File: config.mk
export PLATFORM = sky130hd
export DESIGN_NAME = pixel_rom_arbiter_flat
export DESIGN_NICKNAME = d
export VERILOG_FILES = /design/src/rtl/pixel_rom_arbiter_pkg.sv /design/src/rtl/pixel_rom_arbiter_if.sv /design/src/rtl/pixel_rom_arbiter_rr_pick.sv /design/src/rtl/pixel_rom_arbiter.sv /design/src/flat_wrapper.sv
export SDC_FILE = /design/constraint.sdc
export NUM_CORES = 1
export LEC_CHECK = 0
export ABC_AREA = 1
export CAP_MARGIN = 0
export CORE_MARGIN = 4
export CORE_UTILIZATION = 40
export DETAILED_ROUTE_END_ITERATION = 8
export PLACE_DENSITY = 0.75
export SYNTH_ARGS = -nofsm -noshare
export SYNTH_HDL_FRONTEND = slang
export SYNTH_SLANG_ARGS = --single-unit
File: constraint.sdc
create_clock -name clk -period 14.4 [get_ports clk]
set_input_delay 2.88 -clock clk [delete_from_list [all_inputs] [get_ports clk]]
set_output_delay 2.88 -clock clk [all_outputs]
set_load 0.01 [all_outputs]
File: src/rtl/pixel_rom_arbiter_pkg.sv
// rtl/pixel_rom_arbiter_pkg.sv - shared sizes and requester ids for the pixel ROM arbiter
package pixel_rom_pkg;
    localparam int NREQ    = 3;
    localparam int X_SZ    = 8;
    localparam int Y_SZ    = 7;
    localparam int ADDR_SZ = 15;
    localparam int COL_SZ  = 3;
    localparam int X_RES   = 60;
    localparam int Y_RES   = 60;

    localparam int REQ_SCAN = 0;
    localparam int REQ_TB   = 1;
    localparam int REQ_LR   = 2;

    localparam logic [COL_SZ-1:0] BLACK_THRESHOLD = '0;
endpackage

File: src/rtl/pixel_rom_arbiter_if.sv
// rtl/pixel_rom_arbiter_if.sv - requester and ROM signal bundle of the pixel ROM arbiter
interface pixel_rom_arbiter_if
    import pixel_rom_pkg::*;
#(
    parameter int N = NREQ
);
    logic [N-1:0]      req;
    logic [N*X_SZ-1:0] req_x;
    logic [N*Y_SZ-1:0] req_y;
    logic [N-1:0]      gnt;
    logic [N-1:0]      rsp_valid;
    logic [COL_SZ-1:0] rsp_pix;
    logic              rsp_oob;
    logic [ADDR_SZ-1:0] rom_addr;
    logic [COL_SZ-1:0] rom_q;
    logic              busy;

    modport slave (
        input  req, req_x, req_y, rom_q,
        output gnt, rsp_valid, rsp_pix, rsp_oob, rom_addr, busy
    );

    modport master (
        output req, req_x, req_y, rom_q,
        input  gnt, rsp_valid, rsp_pix, rsp_oob, rom_addr, busy
    );
endinterface

File: src/rtl/pixel_rom_arbiter_rr_pick.sv
// rtl/pixel_rom_arbiter_rr_pick.sv - round-robin pick: first asserted request at or after rrPtr
module rr_pick #(
    parameter int NREQ  = 3,
    parameter int PTR_W = (NREQ > 1) ? $clog2(NREQ) : 1
) (
    input  logic [NREQ-1:0]  req,
    input  logic [PTR_W-1:0] rrPtr,
    output logic [NREQ-1:0]  gnt,
    output logic [PTR_W-1:0] idx
);
    logic found;
    int   cand;

    // Walking offsets from rrPtr is the rotate/find/unrotate folded into one loop.
    always_comb begin
        gnt   = '0;
        idx   = '0;
        found = 1'b0;
        cand  = 0;
        for (int off = 0; off < NREQ; off++) begin
            cand = int'(rrPtr) + off;
            if (cand >= NREQ) cand = cand - NREQ;
            if (!found && req[cand]) begin
                found     = 1'b1;
                gnt[cand] = 1'b1;
                idx       = PTR_W'(cand);
            end
        end
    end
endmodule

File: src/rtl/pixel_rom_arbiter.sv
// rtl/pixel_rom_arbiter.sv - round-robin share of one image ROM among the star finders
module pixel_rom_arbiter
    import pixel_rom_pkg::*;
#(
    parameter int N = NREQ
) (
    input logic clk,
    input logic resetn,
    pixel_rom_arbiter_if.slave bus
);
    localparam int PTR_W = (N > 1) ? $clog2(N) : 1;
    localparam int AW    = ADDR_SZ + 1;

    logic [PTR_W-1:0]  rrPtr;
    logic [N-1:0]      pickGnt;
    logic [PTR_W-1:0]  pickIdx;
    logic              anyGnt;
    logic [X_SZ-1:0]   selX;
    logic [Y_SZ-1:0]   selY;
    logic              selOob;
    logic [AW-1:0]     addrWide;

    logic [N-1:0]      gntQ;
    logic              oobQ;
    logic              validQ;
    logic [COL_SZ-1:0] pixHold;

    rr_pick #(.NREQ(N), .PTR_W(PTR_W)) u_pick (
        .req   (bus.req),
        .rrPtr (rrPtr),
        .gnt   (pickGnt),
        .idx   (pickIdx)
    );

    // Grant and address are combinational, so reset has to mask them explicitly.
    assign anyGnt  = resetn && (pickGnt != '0);
    assign bus.gnt = resetn ? pickGnt : '0;

    always_comb begin
        selX = '0;
        selY = '0;
        for (int i = 0; i < N; i++) begin
            if (pickGnt[i]) begin
                selX = bus.req_x[i*X_SZ +: X_SZ];
                selY = bus.req_y[i*Y_SZ +: Y_SZ];
            end
        end
    end

    assign selOob   = (int'(selX) >= X_RES) || (int'(selY) >= Y_RES);
    assign addrWide = AW'(selY) * AW'(X_RES) + AW'(selX);

    // Out-of-range coordinates still take the slot but read a harmless address 0.
    assign bus.rom_addr = (anyGnt && !selOob) ? addrWide[ADDR_SZ-1:0] : '0;

    always_ff @(posedge clk or negedge resetn) begin
        if (!resetn) begin
            rrPtr   <= '0;
            gntQ    <= '0;
            oobQ    <= 1'b0;
            validQ  <= 1'b0;
            pixHold <= '0;
        end else begin
            gntQ    <= anyGnt ? pickGnt : '0;
            validQ  <= anyGnt;
            pixHold <= bus.rsp_pix;
            if (anyGnt) begin
                oobQ  <= selOob;
                rrPtr <= (pickIdx == PTR_W'(N - 1)) ? '0 : pickIdx + PTR_W'(1);
            end
        end
    end

    // rom_q is the ROM's own output register, so the pixel lands in the response cycle.
    assign bus.rsp_pix   = validQ ? (oobQ ? '0 : bus.rom_q) : pixHold;
    assign bus.rsp_valid = gntQ;
    assign bus.rsp_oob   = oobQ;
    assign bus.busy      = validQ;
endmodule

File: src/flat_wrapper.sv
// flat-port wrapper written by rule: the top's interface ports become plain ports
module pixel_rom_arbiter_flat import pixel_rom_pkg::*;
#(
    parameter int N = NREQ
)
  (clk, resetn, bus_req, bus_req_x, bus_req_y, bus_rom_q, bus_gnt, bus_rsp_valid, bus_rsp_pix, bus_rsp_oob, bus_rom_addr, bus_busy);
  pixel_rom_arbiter_if #(.N(N)) bus_i ();
  input logic clk;
  input logic resetn;
  input wire logic [$bits(bus_i.req)-1:0] bus_req;
  input wire logic [$bits(bus_i.req_x)-1:0] bus_req_x;
  input wire logic [$bits(bus_i.req_y)-1:0] bus_req_y;
  input wire logic [$bits(bus_i.rom_q)-1:0] bus_rom_q;
  output wire logic [$bits(bus_i.gnt)-1:0] bus_gnt;
  output wire logic [$bits(bus_i.rsp_valid)-1:0] bus_rsp_valid;
  output wire logic [$bits(bus_i.rsp_pix)-1:0] bus_rsp_pix;
  output wire logic [$bits(bus_i.rsp_oob)-1:0] bus_rsp_oob;
  output wire logic [$bits(bus_i.rom_addr)-1:0] bus_rom_addr;
  output wire logic [$bits(bus_i.busy)-1:0] bus_busy;
  assign bus_i.req = bus_req;
  assign bus_i.req_x = bus_req_x;
  assign bus_i.req_y = bus_req_y;
  assign bus_i.rom_q = bus_rom_q;
  assign bus_gnt = bus_i.gnt;
  assign bus_rsp_valid = bus_i.rsp_valid;
  assign bus_rsp_pix = bus_i.rsp_pix;
  assign bus_rsp_oob = bus_i.rsp_oob;
  assign bus_rom_addr = bus_i.rom_addr;
  assign bus_busy = bus_i.busy;
  pixel_rom_arbiter #(.N(N)) u_core (.clk(clk), .resetn(resetn), .bus(bus_i));
endmodule
After elaboration in Yosys (flattened, before gate mapping)

Cells that the tools add are included.

Bits of input ports: 53
Logic and storage cells: 77
Register bits: 10
Output and inout port bits: 26

Reduce and logical (&&, ||, !) cells: 12
Eq/ne operators: 1
$lt $le $gt $ge: 11
$add $sub $neg: 7
Mux-type cells: 38
$mul: 1
Bitwise gates (word level): 2

Operators with widths:

| operator                                                                              | count |
|---|---|
| 32-bit by 1-bit greater-or-equal comparator with 1-bit output (second input constant) | 3 |
| 32-bit by 4-bit < comparator with 1-bit output (second input constant)                | 3 |
| 32-bit 2-to-1 mux                                                                     | 3 |
| 8-bit 2-to-1 mux                                                                      | 3 |
| 3-bit 2-to-1 mux                                                                      | 7 |
| 7-bit 2-to-1 mux                                                                      | 3 |
| 15-bit 2-to-1 mux                                                                     | 1 |
| 13-bit by 8-bit adder with 14-bit output                                              | 1 |
| 7-bit by 4-bit multiplier with 11-bit output (second input constant)                  | 1 |
| 1-bit 2-to-1 mux                                                                      | 11 |
| 8-bit by 6-bit greater-or-equal comparator with 1-bit output (second input constant)  | 1 |
| 2-bit 2-to-1 mux                                                                      | 4 |
| 3-bit by 2-bit subtractor with 4-bit output (second input constant)                   | 2 |
| 7-bit by 6-bit greater-or-equal comparator with 1-bit output (second input constant)  | 1 |
| 1-bit logical AND                                                                     | 7 |
| 1-bit binary-select mux with 2-bit select                                             | 3 |
| 1-bit demux with 2-bit select                                                         | 3 |
| 3-bit by 2-bit greater-or-equal comparator with 1-bit output (second input constant)  | 2 |
| 3-bit OR                                                                              | 2 |
| 2-bit by 1-bit adder with 3-bit output (second input constant)                        | 1 |
| 2-bit by 2-bit adder with 3-bit output (second input constant)                        | 1 |
| 1-bit logical NOT                                                                     | 3 |
| 3-bit nonzero test                                                                    | 1 |
| 2-bit by 2-bit subtractor with 3-bit output (second input constant)                   | 1 |
| other kinds (4)                                                                       | 4 |

Longest topological paths before layout

Depth after elaboration: 20
Depth in mapped cells: 35
Gate-level depth less buffers: 34

Modules after synthesis

A second synthesis with hierarchy kept.

Cells, all modules: 365
Area, all modules: 2,311.0 um^2

By module, submodules not included:

| module            | times used | seq. area each (um^2) | cells each | area each (um^2) |
|---|---|---|---|---|
| pixel_rom_arbiter | 1          | 250.2                 | 303        | 1,994.4 |
| rr_pick           | 1          | 0.0                   | 62         | 316.6 |

Least setup slack after synthesis

Ideal clock, no wire load.

Path type: input to output
Start point: input bus_req[2]
End point: output bus_rom_addr[12]
Slack: 4,280 ps
Data required time: 11,520 ps
Arrival: 7,240 ps
Stages on the path: 26
Path buffers: 2
Cell sequence: inv_1 -> o21ai_2 -> nand2_4 -> o21ai_2 -> nand2_2 -> buf_6 -> buf_4 -> nor2_2 -> nand2_1 -> a31oi_1 -> inv_1 -> fa_1 -> fa_1 -> inv_1 -> ha_1 -> xnor2_1 -> inv_1 -> ha_1 -> inv_1 -> o21ai_0 -> nand3_1 -> nor2_1 -> nand4_1 -> nand2_1 -> inv_1 -> nor2_2

Longest elaborated chain between the ends: 18
Elaborated cells on any way between the ends: 36
Those cells by class: 1 x add/sub; 1 x mul; 2 x order compare; 21 x mux; 2 x bitwise; 9 x reduce/logical

RTL lines:

| item                                                                             | line                            | source |
|---|---|---|
| from (decl)                                                                      | flat_wrapper.sv:10              | `input wire logic [$bits(bus_i.req)-1:0] bus_req;` |
| 1-bit binary-select mux with 2-bit select                                        | pixel_rom_arbiter_rr_pick.sv:23 | `if (!found && req[cand]) begin` |
| 1-bit 2-to-1 mux (not written as such) (2 in series)                             | pixel_rom_arbiter_rr_pick.sv:23 |  |
| 1-bit 2-to-1 mux                                                                 | pixel_rom_arbiter_rr_pick.sv:23 |  |
| 1-bit logical NOT                                                                | pixel_rom_arbiter_rr_pick.sv:23 |  |
| 1-bit logical AND                                                                | pixel_rom_arbiter_rr_pick.sv:23 |  |
| 1-bit 2-to-1 mux                                                                 | pixel_rom_arbiter_rr_pick.sv:23 |  |
| 1-bit logical NOT                                                                | pixel_rom_arbiter_rr_pick.sv:23 |  |
| 1-bit logical AND                                                                | pixel_rom_arbiter_rr_pick.sv:23 |  |
| 3-bit 2-to-1 mux *                                                               | pixel_rom_arbiter_rr_pick.sv:23 |  |
| branches (longest 7 deep; another with 13-bit by 8-bit adder with 14-bit output) | n/a                             |  |
| 15-bit 2-to-1 mux *                                                              | pixel_rom_arbiter.sv:54         | `assign bus.rom_addr = (anyGnt && !selOob) ? addrWide[ADDR_SZ-1:0] : '0;` |
| to (decl)                                                                        | flat_wrapper.sv:18              | `output wire logic [$bits(bus_i.rom_addr)-1:0] bus_rom_addr;` |

Mark *: on every way between the ends. The select of a mux whose other input is x is not followed.

Final worst setup path

Same ends and word-level chain as after synthesis.

==> run summary <==
CTS tree: yes
critical path fanouts, max: 20
Avg Inst Size Synth: 6.55 µm²
Die Ht: 85.1 µm
fin crit share: 80.6%
crit path kind: input pin to primary output
post-synth top area share: 15.3%
nature of the critical path endpoint: primary output
Starting DRT DRC Count: 72
outcome: finished clean
WP buf/inv: 8
top cells by area, synth: ha_1 (15%), nand2_1 (12%), dfrtp_1 (11%), inv_1 (9.6%), fa_1 (8.4%)
Slew Viols, Final: 0
critical path's slowest cell: clkdlybuf4s50_1
DP Wirelength: 5290 µm
cell class contributing the biggest share of worst-path delay: adder cells
RD Place Congestion: 0.839
WP depth: 30
reg2reg start: u_core.rrPtr[0]
number of buffers created by CTS: 3
area leader, netlist: ha_1
dpl ws: 2.80 ns
final WL: 6000 µm
final-layout fill cell count: 533
Max Fclk: 86.2 MHz
WP data required: 11.52 ns
max cap viols: 0
antenna fix cells: 0
Die X: 85.1 µm
Vias/cell: 4.90
Hold Vio Cnt, Final: 0
H-tree levels: 1
Row Count: 27
Synth warnings: 0
share of cells above drive strength 1: 9.84%
Starting Density: 42.1%
global-route wire length before repair: 10600 µm
grt ovf: 0
post-CTS sizing: 0
largest net degree at the start of global routing: 21
Residual DRC: 0
clock buffer depth: 2
Initial DRT Pass Iterations: 4
Post-synth EDFFs: 0
RSZ-0062 raised after global routing: false
final setup TNS: 0 ns
clk_skew: 0.000336 ns
most common cell in the netlist: nand2_1
CP Launch Point: bus_req[2]
clock slew at reported path FFs: 0.04 ns
area grow syn2layout: 36.1%
class of the worst hold path: register to register
Non-Filler Instances: 509
commonest cells in the netlist: nand2_1 (74), inv_1 (61), nor2_1 (34)
Slew @ Worst Pin: 0.603 ns
CP Capture Point: bus_rom_addr[12]
Die ar.: 7240 µm²
M2 GR Usage: 31.9%
Post-CTS Hold Fix Bufs: 0
final setup vio count: 0
layer with the highest usage: met2
final setup margin: 2.80 ns
vias in the first global route: 2525
Reg2Reg Depth: 20
Final min period: 11.60 ns
r2r setup slk: 11.20 ns
met1 GRT Util: 21.5%
Overall Global Routing Usage: 17.1%
Net Count, Synth: 455
reg2reg end: u_core.bus.rsp_oob
initial antenna violation count: 0
count of input and output buffers: 77
NumNets Final: 530
hold depth: 2
CP arrival: 8.72 ns
met3 usage: 1.36%
Mapped Area: 2380 µm²
Cell variety after synth: 36
Most common cell on crit path: inv_1
Final Util: 57.4%
slowest cell delay on critical path: 0.55 ns
routed len/inst: 11.8 µm
Post-synth ARST share: 100%
clk root buf: clkbuf_8
IO Count: 79
prevailing post-synth register cell: dfrtp_1
DP Cell Count: 505
# clock sinks: 10
Post-Syn Instances: 363
sequential area share after synthesis: 10.5%
crit path launch type: input pin
post-route ant nets: 0
insertion delay to the later sink of the worst-skew pair: 0.23 ns
Rel. slew slack: 59.6%
#FFs+latches synth: 10
Vias: 2496
Core Footprint: 5640 µm²
post-CTS setup buffer count: 0
## state kept, by name, summed over array words and instances, names as in the netlist
signal and flops:
u_core.bus.rsp_valid 3, u_core.pixHold 3, u_core.rrPtr 2, u_core.bus.busy 1
u_core.bus.rsp_oob 1
## worst min-delay path by stage
stage,end,start
2_1_floorplan,u_core.bus.rsp_oob,u_core.bus.rsp_oob
3_3_place_gp,u_core.pixHold[0],u_core.pixHold[0]
3_5_place_dp,u_core.pixHold[0],u_core.pixHold[0]
4_1_cts,u_core.pixHold[0],u_core.pixHold[0]
5_1_grt,u_core.pixHold[0],u_core.pixHold[0]
6_report,u_core.bus.rsp_oob,u_core.bus.rsp_oob
## layout make-up
type | count | area [µm²] | share of cell area (%)
well taps | 72 | 90.1 | 2.78
clock buffers | 4 | 55.1 | 1.70
repair buffers | 77 | 771 | 23.8
inverters | 66 | 250 | 7.73
multi-input cells | 280 | 1820 | 56.2
flip-flops and latches | 10 | 250 | 7.73
## placed cells by master, fill, tap and decap left out, types with 4 or more instances in the layout
cell              n
nand4_1           5
nand3_2           5
fa_1             10
o21ai_0          10
inv_2             4
nand2_1          74
nand3_1          32
ha_1             29
clkbuf_8          4
a21oi_1          24
a31oi_1           4
inv_1            61
xnor2_1           4
nor2_1           34
xor2_1            8
nor2_2           13
dfrtp_1          10
clkdlybuf4s50_1  77
## cell families (layout without fill, tap and decap cells)
kind of cell	Yosys count	count (layout)	synth area share [%]
flip-flops	10	10	10.5
other	1	1	0.158
XOR/XNOR	12	12	4.42
AND/OR/NAND/NOR	179	179	36.5
buffers and inverters	73	147	12.9
AO/OA/AOI/OAI	49	49	11.7
adder cells (fa/ha/maj)	39	39	23.7
## per-stage QoR
step	hold slack, ns	cell area [µm²]
after floorplan	0.565	2380
after global placement	0.533	3180
after detailed placement	0.539	3180
after CTS	0.545	3240
after global routing	0.568	3240
final	0.543	3240
## worst min-delay path: stages (launching register included)
cell     delay, ns
dfrtp_1       0.36
nor2_1        0.05
nor2_1        0.09
## metal layers
layer,wire length (µm),part of all wire (%)
met5,0,0
met4,93,1.5
met3,292,4.9
met2,2940,49
met1,2670,45
Power is not shown: default switching activity piles up to over one toggle a cycle in this logic, so the estimate is an artifact.
